<file path="config.mk">
export PLATFORM = sky130hd
export DESIGN_NAME = tiny_dnn_layer_seq
export DESIGN_NICKNAME = d
export VERILOG_FILES = /design/src/rtl/tiny_dnn_layer_seq.sv
export SDC_FILE = /design/constraint.sdc
export NUM_CORES = 1
export LEC_CHECK = 0
export CAP_MARGIN = 0
export CORE_MARGIN = 5
export CORE_UTILIZATION = 45
export CTS_CLUSTER_DIAMETER = 30
export DETAILED_ROUTE_END_ITERATION = 6
export PLACE_DENSITY_LB_ADDON = 0.15
export SKIP_CTS_REPAIR_TIMING = 1
export SYNTH_ARGS = -nofsm -noshare
export SYNTH_HDL_FRONTEND = slang
export SYNTH_SLANG_ARGS = --single-unit
</file>
<file path="constraint.sdc">
create_clock -name clk -period 5.3 [get_ports clk]
set_input_delay 0.53 -clock clk [delete_from_list [all_inputs] [get_ports clk]]
set_output_delay 0.53 -clock clk [all_outputs]
set_load 0.005 [all_outputs]
</file>
<file path="src/rtl/tiny_dnn_layer_seq.sv">
// Layer sequencer for the tiny-dnn accelerator: walks a small descriptor table and
// drives the top's weight-load / bias-load / execute mode strobes per layer.
module tiny_dnn_layer_seq #(
    parameter int N_LAYER = 8,
    parameter int CW      = 16
) (
    input  logic                         clk,
    input  logic                         rst_n,
    input  logic                         cfg_we,
    input  logic [$clog2(N_LAYER)-1:0]   cfg_addr,
    input  logic [1:0]                   cfg_mode,
    input  logic                         cfg_enbias,
    input  logic [CW-1:0]                cfg_wbeats,
    input  logic [CW-1:0]                cfg_bbeats,
    input  logic                         start,
    input  logic                         abort,
    input  logic [$clog2(N_LAYER):0]     nlayer,
    output logic                         busy,
    output logic                         done,
    output logic                         cfg_err,
    output logic [$clog2(N_LAYER)-1:0]   layer_idx,
    output logic                         wwrite,
    output logic                         bwrite,
    output logic                         run,
    output logic                         pool,
    output logic                         backprop,
    output logic                         deltaw,
    output logic                         enbias,
    output logic                         last,
    input  logic                         src_valid,
    input  logic                         src_ready,
    input  logic                         dst_valid,
    input  logic                         dst_ready,
    input  logic                         dst_last
);

    localparam int AW = $clog2(N_LAYER);
    localparam logic [AW:0] NL_MAX = (AW+1)'(N_LAYER);

    typedef enum logic [2:0] {
        S_IDLE, S_WLOAD, S_BLOAD, S_EXEC, S_GAP, S_FIN
    } state_t;

    typedef enum logic [1:0] {
        M_FWD, M_POOL, M_BP, M_DW
    } mode_t;

    logic [1:0]    t_mode   [N_LAYER];
    logic          t_enbias [N_LAYER];
    logic [CW-1:0] t_wbeats [N_LAYER];
    logic [CW-1:0] t_bbeats [N_LAYER];

    state_t        state_q, state_d;
    logic [AW-1:0] idx_q, idx_d;
    logic [AW:0]   nl_q, nl_d;
    logic [CW-1:0] cnt_q, cnt_d;
    logic          cfg_err_q;

    logic          src_hs, dst_end, last_layer;
    logic [AW-1:0] e_idx;
    logic          e_pool;
    state_t        e_state;
    logic [CW-1:0] cnt_inc;
    logic [1:0]    md;
    logic          busy_d, done_d, wwrite_d, bwrite_d, run_d, pool_d;
    logic          backprop_d, deltaw_d, enbias_d, last_d;

    // Descriptor table has no reset; writes are only taken while idle.
    always_ff @(posedge clk) begin
        if (cfg_we && !busy) begin
            t_mode[cfg_addr]   <= cfg_mode;
            t_enbias[cfg_addr] <= cfg_enbias;
            t_wbeats[cfg_addr] <= cfg_wbeats;
            t_bbeats[cfg_addr] <= cfg_bbeats;
        end
    end

    always_ff @(posedge clk or negedge rst_n) begin
        if (!rst_n) begin
            state_q   <= S_IDLE;
            idx_q     <= '0;
            nl_q      <= '0;
            cnt_q     <= '0;
            cfg_err_q <= 1'b0;
            busy      <= 1'b0;
            done      <= 1'b0;
            wwrite    <= 1'b0;
            bwrite    <= 1'b0;
            run       <= 1'b0;
            pool      <= 1'b0;
            backprop  <= 1'b0;
            deltaw    <= 1'b0;
            enbias    <= 1'b0;
            last      <= 1'b0;
        end else begin
            state_q  <= state_d;
            idx_q    <= idx_d;
            nl_q     <= nl_d;
            cnt_q    <= cnt_d;
            busy     <= busy_d;
            done     <= done_d;
            wwrite   <= wwrite_d;
            bwrite   <= bwrite_d;
            run      <= run_d;
            pool     <= pool_d;
            backprop <= backprop_d;
            deltaw   <= deltaw_d;
            enbias   <= enbias_d;
            last     <= last_d;
            if (state_q == S_IDLE && start && !abort)
                cfg_err_q <= 1'b0;
            else if (cfg_we && busy)
                cfg_err_q <= 1'b1;
        end
    end

    assign cfg_err   = cfg_err_q;
    assign layer_idx = idx_q;

    always_comb begin
        state_d = state_q;
        idx_d   = idx_q;
        nl_d    = nl_q;
        cnt_d   = cnt_q;

        src_hs     = src_valid && src_ready;
        dst_end    = dst_valid && dst_ready && dst_last;
        last_layer = (({1'b0, idx_q} + (AW+1)'(1)) == nl_q);
        cnt_inc    = cnt_q + CW'(1);

        // Entry phase of the next layer: layer 0 from IDLE, otherwise idx+1 from GAP.
        e_idx   = (state_q == S_IDLE) ? '0 : idx_q + AW'(1);
        e_pool  = (t_mode[e_idx] == M_POOL);
        if (!e_pool && t_wbeats[e_idx] != '0)
            e_state = S_WLOAD;
        else if (!e_pool && t_bbeats[e_idx] != '0)
            e_state = S_BLOAD;
        else
            e_state = S_EXEC;

        unique case (state_q)
            S_IDLE: begin
                if (start) begin
                    if (nlayer == '0) begin
                        nl_d    = '0;
                        state_d = S_FIN;
                    end else begin
                        nl_d    = (nlayer > NL_MAX) ? NL_MAX : nlayer;
                        idx_d   = '0;
                        state_d = e_state;
                    end
                end
            end
            S_WLOAD: begin
                if (src_hs) begin
                    if (cnt_inc == t_wbeats[idx_q]) begin
                        cnt_d   = '0;
                        state_d = (t_bbeats[idx_q] != '0) ? S_BLOAD : S_EXEC;
                    end else begin
                        cnt_d = cnt_inc;
                    end
                end
            end
            S_BLOAD: begin
                if (src_hs) begin
                    if (cnt_inc == t_bbeats[idx_q]) begin
                        cnt_d   = '0;
                        state_d = S_EXEC;
                    end else begin
                        cnt_d = cnt_inc;
                    end
                end
            end
            S_EXEC: begin
                if (dst_end)
                    state_d = S_GAP;
            end
            S_GAP: begin
                if (last_layer) begin
                    state_d = S_FIN;
                end else begin
                    idx_d   = e_idx;
                    state_d = e_state;
                end
            end
            S_FIN: state_d = S_IDLE;
            default: state_d = S_IDLE;
        endcase

        if (abort) begin
            state_d = S_IDLE;
            cnt_d   = '0;
        end

        // Outputs are decoded from the next state so the registered strobes track state_q.
        md         = t_mode[idx_d];
        busy_d     = (state_d == S_WLOAD) || (state_d == S_BLOAD) ||
                     (state_d == S_EXEC)  || (state_d == S_GAP);
        done_d     = (state_d == S_FIN);
        wwrite_d   = (state_d == S_WLOAD);
        bwrite_d   = (state_d == S_BLOAD);
        run_d      = (state_d == S_EXEC) && (md != M_POOL);
        pool_d     = (state_d == S_EXEC) && (md == M_POOL);
        backprop_d = (state_d == S_EXEC) && (md == M_BP);
        deltaw_d   = (state_d == S_EXEC) && (md == M_DW);
        enbias_d   = (state_d == S_EXEC) && (md == M_FWD) && t_enbias[idx_d];
        last_d     = (state_d == S_EXEC) &&
                     (({1'b0, idx_d} + (AW+1)'(1)) == nl_d);
    end

endmodule

</file>
# Word-level counts from Yosys, hierarchy flattened
# Memories as Yosys holds them, arrays and structs flattened.
# Cells that the tools add are included.
totals:
  in_bits: 52
  ram_bits: 280
  register_bits: 37
  rom_bits: 0
  elab_cells: 107
  latchBits: 0
  output_inout_bits: 14
  mem_count: 4
op_classes:
  add_sub_neg: 4
  magnitude_cmp: 1
  n_mux: 32
  div_mod_pow: 0
  n_bitwise: 0
  multipliers: 0
  eq_ne: 20
  shifts: 0
  n_reduce_logical: 31
memory_table:
  columns: ["memory", "words", "width", "rd", "rd_ports_with_merged_regs", "wr", "line", "source"]
  rows:
  - ["t_bbeats", 8, 16, 2, 0, 1, "51", "logic [CW-1:0] t_bbeats [N_LAYER];"]
  - ["t_wbeats", 8, 16, 2, 0, 1, "50", "logic [CW-1:0] t_wbeats [N_LAYER];"]
  - ["t_mode", 8, 2, 2, 0, 1, "48", "logic [1:0] t_mode [N_LAYER];"]
  - ["t_enbias", 8, 1, 1, 0, 1, "49", "logic t_enbias [N_LAYER];"]
op_table:
  columns: ["cell", "n"]
  rows:
  - ["$mux 16", 5]
  - ["$reduce_bool 16->1", 3]
  - ["$mux 3", 13]
  - ["$eq 16x16->1", 2]
  - ["$pmux 16 s2", 1]
  - ["$add 16x1->16 const B", 1]
  - ["$logic_and 1x1->1", 16]
  - ["$mux 4", 4]
  - ["$pmux 3 s5", 1]
  - ["$eq 3x2->1 const B", 4]
  - ["$eq 3x3->1 const B", 3]
  - ["$add 3x1->4 const B", 2]
  - ["$eq 4x4->1", 2]
  - ["$eq 3x1->1 const B", 2]
  - ["$mux 1", 6]
  - ["$ne 3x3->1 const B", 2]
  - ["$pmux 3 s2", 1]
  - ["$eq 2x1->1 const B", 2]
  - ["$eq 2x2->1 const B", 2]
  - ["$gt 4x4->1 const B", 1]
  - ["$logic_not 4->1", 1]
  - ["$add 3x1->3 const B", 1]
  - ["$logic_not 1->1", 3]
  - ["$logic_not 3->1", 1]
  - ["7 further kinds", 9]

# Logic depth before layout (Yosys ltp)
# Gate-level depths: netlist (run 1).
# An unclocked memory read counts as a cell.
logic_depth:
  word_depth: 16
  mapped_depth: 13
  depth_no_buf: 12

# Worst setup path after synthesis (run 1)
# Ideal clock, no wire load.
synth_timing:
  path_kind: "input to register"
  start: "in cfg_addr[0]"
  end: "mem t_bbeats[0][0], enable pin"
  setup_ns: 0.471
  arrival_time_ns: 3.451
  stages: 2
  t_required_ns: 4.829
  n_path_buf: 0
  path_slack_ns: 1.378
  cell_sequence: "or3b_2 -> nor3_1"
synth_lines:
  columns: ["element", "line", "source"]
  rows:
  - ["start, declared", "10", "input logic [$clog2(N_LAYER)-1:0] cfg_addr,"]
  - ["end, declared", "51", null]
# No word-level cell before the write port.

# Final worst setup path (run 1)
layout_timing:
  start: "reg idx_q[0], in the netlist layer_idx[0]"
  end: "reg backprop"
layout_between:
  elab_chain_cells: 14
  elab_cells_between_ends: 35
  classes_between: "add/sub (2); eq/ne (6); mux (17); reduce/logical (7); memory (3)"
layout_lines:
  columns: ["element", "line", "source"]
  rows:
  - ["start, declared", "54", "logic [AW-1:0] idx_q, idx_d;"]
  - ["start signal, assigned", "97", "idx_q <= idx_d;"]
  - ["$add 3x1->3", "132", "e_idx = (state_q == S_IDLE) ? '0 : idx_q + AW'(1);"]
  - ["$mux 3", "132", null]
  - ["$mem_v2 8x2", null, null]
  - ["$eq 2x1->1", "133", "e_pool = (t_mode[e_idx] == M_POOL);"]
  - ["$logic_not 1->1", "134, 136", null]
  - ["$logic_and 1x1->1", "136", "else if (!e_pool && t_bbeats[e_idx] != '0)"]
  - ["$mux 1", "136", null]
  - ["$mux 2", "134", "if (!e_pool && t_wbeats[e_idx] != '0)"]
  - ["$mux 3", "144", "if (nlayer == '0) begin"]
  - ["$mux 3", "143", "if (start) begin"]
  - ["$pmux 3 s5", "141", "unique case (state_q)"]
  - ["$mux 3", "190", "if (abort) begin"]
  - ["$eq 3x2->1", "204", "backprop_d = (state_d == S_EXEC) && (md == M_BP);"]
  - ["$logic_and 1x1->1 *", "204", null]
  - ["net backprop_d", "66", "logic backprop_d, deltaw_d, enbias_d, last_d;"]
  - ["end signal, assigned", "106", "backprop <= backprop_d;"]
  - ["end, declared", "26", "output logic backprop,"]
# Mark *: on every way through the listed nets, which the timed path passes. The rest lies on a longest branch.
# A chain may end at the register's enable or synchronous reset.

==> results of run 1 <==
[power by group through the flow]
stage	logic [µW]	registers (µW)	clock network (µW)
final	871	2960	4480
after global routing	940	2970	4680
after CTS	868	2950	4540
after detailed placement	866	3000	0
after global placement	858	3000	0
after floorplan	543	2960	0
[layer usage]
metal / GRT usage / vias to the layer above
li1: - / 4293
met1: 0.3295 / 4899
met2: 0.3605 / 524
met3: 0.04412 / 69
met4: 0.07320 / 0
met5: 0 / -
[flip-flops by register name (all words and copies together) (netlist names), 3 cells and up]
register,cells
nl_q,4
t_bbeats,128
layer_idx,3
state_q,3
t_wbeats,128
t_enbias,8
t_mode,16
cnt_q,16
[critical path: stages (launching register included)]
cell	delay, ns
sky130_fd_sc_hd__dfrtp_2	0.59
sky130_fd_sc_hd__buf_4	0.50
sky130_fd_sc_hd__ha_1	0.27
sky130_fd_sc_hd__buf_4	0.33
sky130_fd_sc_hd__xnor2_1	0.18
sky130_fd_sc_hd__nor2_1	0.16
sky130_fd_sc_hd__a221oi_1	0.32
sky130_fd_sc_hd__o21ai_0	0.23
sky130_fd_sc_hd__and2_1	0.22
sky130_fd_sc_hd__nor4_1	0.46
sky130_fd_sc_hd__nor2_1	0.13
sky130_fd_sc_hd__a211oi_4	0.40
sky130_fd_sc_hd__nor4b_1	0.12
[cell usage in the layout, fill, tap and decap left out, drive strengths merged, types with 6 or more instances in the layout]
master         synthesis  routed
o31ai                 12      12
a31oi                  6       6
or3                   11      11
xnor2                 20      20
nor2                  52      52
nand3                 19      19
nor4                  61      61
a2111oi                7       7
o21ai                 19      19
a21oi                 24      24
clkdlybuf4s50          0      64
inv                   16      21
and3                   6       6
clkinv                 1      26
a22oi                 23      23
dfrtp                 37      37
buf                   31      21
edfxtp               280     280
nor3                  29      29
mux4                  41      41
nand4                 22      22
bufinv                 0      11
xor2                  24      24
nand2                 50      50
clkbuf                15      81
nor4b                  7       7
mux2i                 77      77
nand2b                 7       7
mux2                  12      12
nor2b                  7       7
[worst max path at each step]
stage	start	to	slack, ns	cells past startpoint
after floorplan	cfg_addr[0]	t_bbeats[0][0]	1.38	2
after global placement	layer_idx[1]	bwrite	1.26	11
after detailed placement	layer_idx[1]	backprop	1.26	9
after CTS	layer_idx[1]	last	1.24	11
after global routing	layer_idx[1]	bwrite	0.88	11
final	layer_idx[0]	backprop	1.25	12
[area by class of cell]
cell class                      count  share of cell area
Antenna cell                        1           0.0001367
Clock buffer                       81              0.1031
Clock inverter                     46             0.03220
Inverter                           17            0.003486
Multi-Input combinational cell    620              0.2764
Sequential cell                   317              0.5103
Tap cell                          442             0.03021
Timing Repair Buffer               85             0.04416
[kinds of logic (layout without fill, tap and decap cells)]
kind of cell / after synthesis / in the layout / share of synthesized area
buf+inv: 63 / 229 / 0.02328
simple gates: 298 / 298 / 0.1126
xor+xnor: 45 / 45 / 0.02788
flops: 317 / 317 / 0.6361
compound gates: 144 / 144 / 0.07283
fa+ha+maj: 3 / 3 / 0.002558
other cells: 0 / 1 / 0
mux: 130 / 130 / 0.1247
[metrics by stage]
| step | instance area [µm²] | cells | hold WS [ns] | setup slack (ns) |
|---|---|---|---|---|
| floorplan | 14670 | 1000 | 0.2344 | 1.378 |
| global placement | 15830 | 1481 | 0.4879 | 1.261 |
| detailed placement | 15830 | 1481 | 0.4921 | 1.256 |
| CTS | 18300 | 1608 | 0.1310 | 1.238 |
| global route | 18300 | 1609 | 0.1814 | 0.8790 |
| finish | 18300 | 1609 | 0.1333 | 1.246 |
==> out/results.txt, run 1 <==
In the final layout, the multi-input gates occupy 5060 µm². The combinational power share is 0.105. The most common cell in the netlist is sky130_fd_sc_hd__edfxtp_1. The number of nets in the synthesized netlist is 1,055, and the total power draw is 8308 µW. At the later pin of the worst-skew pair, clock insertion delay measures 0.57 ns.

The run gives 9340 µm² as the sequential cell area. Setup repair after global routing left no endpoint under its margin. Entering global routing, the biggest net connects 55 pins. The logs give 1 for the number of antenna violations at the first check in global routing and 0.4533 for the initial core utilization. The flow ran to the end, and the final reports show no timing, DRC or antenna violations. The net count of the finished layout is 1,166. The worst register-to-register path ends at backprop.

Measured along the y axis, the die boundary spans 190.6 µm. The routed layout has 9,785 vias. Detailed placer's ending HPWL: 28.43 mm. The startpoint identified for the worst register-to-register timing path is layer_idx[0]. The number of pins with negative max-slew slack in the final report was 0; the share of cells above drive strength 1 was 0.1878.

The count of different cell masters after synthesis was 79. Switching power as a share of total power: 0.2441. The tools report the max-cap violation count as 0. The internal power of the cells totals 6281 µW. The length of routed met2 wiring is 19.46 mm. On the final layout, the worst clock skew is 0.02548 ns. After technology mapping, the gate count stands at 1,000. The final wirelength is 41.80 mm, and the number of input and output port buffers inserted is 65. The maximum level of the CTS H-tree is 3. The run gives 9,778 as the via count of the first global-routing pass. The clock slew seen by the registers of the worst setup and hold paths was 0.04 ns. The path type of the worst min-delay path was input pin to asynchronous set/reset pin. The routed wirelength normalized by instance count was 25.98 µm; the static leakage power was 0.006049 µW.

The worst setup path is launched from a register. Once detail routing completed, the nets flagged for antenna violations numbered 0. For the overall fraction of global-route tracks in use, the log shows 0.2306. The critical path is of the register to register type. The die is 190.6 µm wide.

CTS saw 317 sinks. The tools report the highest clock frequency the design can meet as 246.7 MHz. From synthesis to final layout, the design area changed by 24.75%.

The total setup violations reported at the end of the flow was 0. The clock period minus worst slack works out to 4.054 ns. The arrival time at the worst endpoint is 4.47 ns. The global-route wire length before repair was 62.24 mm; the DRC violation count after routing was 0. The tools report the headroom to the max-slew limit as 0.2792.

The share of flip-flops with an asynchronous set or reset after synthesis was 0.1167; the synthesized area divided by synthesized cell count was 14.67 µm². The net switching power came out at 2028 µW. The run gives 0.6361 as the proportion of synthesized chip area in sequential cells. The tools report the clock power share as 0.539. The number of cells on the worst reg-to-reg path is 12.

The maximum fanout encountered on the critical timing path came out at 30. The share of the core filled with cells in the final layout was 0.5654; the count of pins on the block boundary was 66. The detailed router put a total of 17.98 mm of wire on met1.

The longest clock path from root to sink contains 3 buffers. After filler insertion, the fill cell instance count of the layout stands at 2,566. Sorting the synthesized cells by area gives the leading types as sky130_fd_sc_hd__edfxtp_1 57%, sky130_fd_sc_hd__dfrtp_1 6.3%, sky130_fd_sc_hd__mux4_2 6.3%. The region available for standard cell placement spans 32,370 µm². The congestion estimate from routability-driven global placement came to 0.8889. The most used flip-flop cell after synthesis is sky130_fd_sc_hd__edfxtp_1. The cell type with the highest aggregate area in the netlist is sky130_fd_sc_hd__edfxtp_1.

The number of hold violations in the final report was 0; the count of flip-flops with a built-in enable after synthesis was 280. Summed over all layers, the global routing overflow is 0. The number of rows created at floorplan is 66. The sequential power share is 0.356.

The mapped netlist covers 14,670 µm². The setup check on the worst reg-to-reg path leaves a slack of 1.25 ns. The via count normalized by instance count was 6.081; the first-pass detailed-route iteration total was 5. Clock tree synthesis selected as its root buffer the cell sky130_fd_sc_hd__clkbuf_16. The highest metal layer carrying signal wires in the routed design is met4. For this block, the initial DRC count from the detailed router was 939. The commonest cells after synthesis are 280 x sky130_fd_sc_hd__edfxtp_1, 77 x sky130_fd_sc_hd__mux2i_1, 59 x sky130_fd_sc_hd__nor4_1. The die footprint was 36,320 µm²; the part of the cycle the worst path needs was 0.7649. The total number of yosys warnings came out at 0. Across the VDD grid, the largest voltage drop is 0.2861 mV. TritonCTS built the clock tree.

For this design the ratio of total power to cell area is 453.9 nW/µm². Detailed routing placed a total of 3.418 mm of wire on met3. The top-area cell type share of the netlist area was 0.5730. For the pin with the worst max-slew slack, the measured transition is 1.075 ns.

The worst path required time was 5.72 ns; the setup total negative slack was 0 ns. The type of destination of the critical path was a register. The register bit total from synthesis works out to 317.

The TritonCTS buffer count came out at 70.
Note: power is estimated with default switching activity, not from simulation.
==> inputs of run 2 (changes only) <==
clock period = 4.05 ns   (was 5.3 ns; I/O delays follow)
==> run 2 against run 1 <==
Die area unchanged. Setup slack worse by 0.96 ns. Core utilization up 0.52 points. Register-to-register slack worse by 0.96 ns. Sequential power up 30%. Largest power group unchanged. First-iteration DRC count up 3.4%. Sequential share of layout area down 0.46 points. Worst hold slack worse by 0.16 ns. Clock skew up 0.0024 ns. Power up 31%. The flow now finishes with violations (hold timing). Combinational power up 35%. Maximum frequency up 7.7%. Critical endpoint is now bwrite.
==> out/results.txt, run 2 (synthesis gave the netlist of run 1 again) <==
The run finished, with violations left. The checks that failed: hold timing. The tools report the sink count of the clock tree as 317 (unchanged). The library cell used most frequently in the layout, excluding fill and tap cells, is sky130_fd_sc_hd__edfxtp_1. The worst setup path is launched from a register. The register-to-register setup slack is 0.29 ns (-0.96 ns), and the share of cells above drive strength 1 is 0.2094 (+0.02160). The total placed instance area was 16,010 µm² (+1.1%). The logs give 0 (-1) for the antenna cell count and 0 (unchanged) for the number of pins with negative max-slew slack in the final report. The number of input and output port buffers inserted is 65 (unchanged). For the TritonCTS buffer count, the log shows 70 (unchanged). In the final layout, the registers with the most flip-flops are t_bbeats: 128 flops, t_wbeats: 128 flops. The headroom to the max-slew limit is 0.3896 (+0.1104). The slowest stage of the critical path belongs to the cell sky130_fd_sc_hd__or4_4. For the arrival time at the worst endpoint, the log shows 4.24 ns (-0.23 ns). The tightest min-delay check is of the input pin to asynchronous set/reset pin type. The placeable core region is 32,370 µm² (unchanged). The maximum fanout encountered on the critical timing path is 11 (-63%). The routed wirelength normalized by instance count came out at 26.03 µm (+0.18%). Die footprint: 36,320 µm² (unchanged). The worst reg2reg path depth came out at 10 (-2). Setup repair after global routing left no endpoint under its margin.

The final worst clock skew is 0.02788 ns (+0.002398 ns), and the delay of the slowest cell on the worst path is 0.58 ns (about the same). The met3 capacity usage during global routing is 0.04870 (+0.004577). The logs give 3 (unchanged) for the maximum level of the CTS H-tree and 1,190 (+2.1%) for the final net count. The worst register-to-register path begins at cnt_q[0].

The tools report the overall fraction of global-route tracks in use as 0.2336 (+0.002952). The detailed placer's ending HPWL is 28.65 mm (+0.80%), and the clock slew seen by the registers of the worst setup and hold paths is 0.05 ns (about the same). The run gives 62.76 mm (+0.82%) as the global-route wire length before repair. The logs give 0 (unchanged) for the remaining antenna violation count after routing and 0.006171 µW (+2.0%) for the static leakage power. met2 is the most crowded layer. The logs give 0 (unchanged) for the aggregate global routing overflow and 0.3569 (-0.003560) for the met2 track demand over resource. The run gives 265.6 MHz (+7.7%) as the highest clock frequency the design can meet.

The buffer type at the clock tree root was sky130_fd_sc_hd__clkbuf_16. The power density of the placed cells works out to 590.0 nW/µm² (+30%). The initial core utilization is 0.4533 (unchanged). The run gives 0 (unchanged) as the total setup violations reported at the end of the flow. The post-route worst hold slack is -0.02558 ns (-0.1588 ns), and the floorplan die height is 190.6 µm (unchanged). Clock period minus worst slack: 3.765 ns (-0.2892 ns). The type of the setup path with the least slack was register to register.

The tools report the count of pins on the block boundary as 66 (unchanged). The part of the cycle the worst path needs is 0.9296 (+0.1647). The violation count after the first detailed-routing iteration was 971 (+3.4%); the number of buffers between clock root and the deepest sink was 3 (unchanged). The worst setup path is captured at a register. The tools report the routability congestion estimate from global placement as 0.8926 (+0.42%). The highest ir drop seen on vdd is 0.5103 mV (+78%), and the max-cap violation count is 0 (unchanged). TritonCTS built the clock tree. Slew at the pin with the worst max-slew slack: 0.9156 ns (-0.1597 ns). The final wirelength is 42.45 mm (+1.6%), and the setup total negative slack is 0 ns (unchanged).

Die boundary width: 190.6 µm (unchanged). The area growth from synthesis to layout came out at 25.89%. The run gives 18,470 µm² (+0.92%) as the final standard cell area without fillers. The run gives 0 (-1) as the number of antenna violations at the first check in global routing.

The first-pass detailed-route iteration total is 5 (unchanged). The worst register-to-register path ends at bwrite. The number of hold violations in the final report was 20 (+20). For the worst path required time, the log shows 4.53 ns (-1.19 ns). Pin count of the biggest net entering global routing: 39 (-29%).

The via count of the first global-routing pass came out at 9,890 (+1.1%). Via count normalized by instance count: 6.069 (-0.21%). DRC violation count after routing: 0 (unchanged).

The number of vias in the routed layout was 9,898 (+1.2%). The run gives 66 (unchanged) as the number of rows created at floorplan. The met1 routing resource usage after global routing was 0.3335 (+0.003960). The top cell types in the final layout, fill and taps aside, are 280 x sky130_fd_sc_hd__edfxtp_1, 77 x sky130_fd_sc_hd__mux2i_1, 71 x sky130_fd_sc_hd__clkbuf_16.

The signal on the critical path passes through ha_1 -> nand3_2 -> nor3_1 -> xnor2_1 -> xor2_1 -> nor2_1 -> nand4b_1 -> or4_4 -> a211oi_4 -> nor2b_1. The run gives 0.58 ns (about the same) as the clock insertion delay at the later pin of the skew report.
run 2: cell types whose count changed in the layout (fill, tap and decap cells not counted), moves of 2 or more:
cell	change
sky130_fd_sc_hd__o21ai_0	-2
sky130_fd_sc_hd__clkbuf_8	-2
sky130_fd_sc_hd__clkinv_1	-5
sky130_fd_sc_hd__buf_4	+24
sky130_fd_sc_hd__clkbuf_16	-2
sky130_fd_sc_hd__inv_8	+6
sky130_fd_sc_hd__o21ai_1	+2
run 2: worst max path at each step:
stage | from | to | slack [ns] | cells past startpoint
global route | cnt_q[0] | wwrite | 0.10 | 10
global placement | cnt_q[0] | backprop | 0.09 | 10
CTS | cnt_q[0] | backprop | 0.05 | 10
floorplan | cfg_addr[0] | t_bbeats[0][0] | 0.25 | 2
detailed placement | cnt_q[0] | backprop | 0.08 | 10
finish | cnt_q[0] | bwrite | 0.29 | 10
run 2: power by group:
| part | total (µW) | switching (µW) | internal [µW] |
|---|---|---|---|
| clock network | 5860 | 1890 | 3970 |
| logic | 1180 | 721 | 464 |
| registers | 3860 | 121 | 3730 |
| total | 10900 | 2730 | 8170 |
run 2: layer usage:
layer	wire (µm)	vias to the layer above
li1	-	4343
met3	3417	84
met5	0	-
met2	19170	465
met1	18550	5006
met4	1314	0
run 2: cell type report:
cell class / instances / area (µm²)
Timing Repair Buffer: 109 / 988.4
Fill cell: 2564 / 13900
Clock inverter: 49 / 644.4
Clock buffer: 77 / 1809
Inverter: 17 / 63.81
Sequential cell: 317 / 9340
Tap cell: 442 / 553.0
Multi-Input combinational cell: 620 / 5072
run 2: metrics by stage:
| step | power [µW] | worst slack, ns | utilization | cells | hold WS [ns] |
|---|---|---|---|---|---|
| 6_report | 10900 | 0.2851 | 0.5706 | 1631 | -0.02558 |
| 5_1_grt | 11240 | 0.1019 | 0.5706 | 1631 | 0.04768 |
| 4_1_cts | 10940 | 0.05494 | 0.5702 | 1631 | -0.01891 |
| 3_5_place_dp | 5074 | 0.08382 | 0.4944 | 1505 | 0.5009 |
| 3_3_place_gp | 5063 | 0.08712 | 0.4944 | 1505 | 0.4947 |
| 2_1_floorplan | 4580 | 0.2529 | - | 1000 | 0.1094 |
run 2: worst max-delay path, delay by kind of cell, from the launching register on:
family / cells / cell delay, ns
AOI/OAI and AO/OA: 1 / 0.47
xor gates and xnor gates: 2 / 0.51
adders and majority gates: 1 / 0.31
DFF: 1 / 0.53
and+or+nand+nor: 6 / 1.86
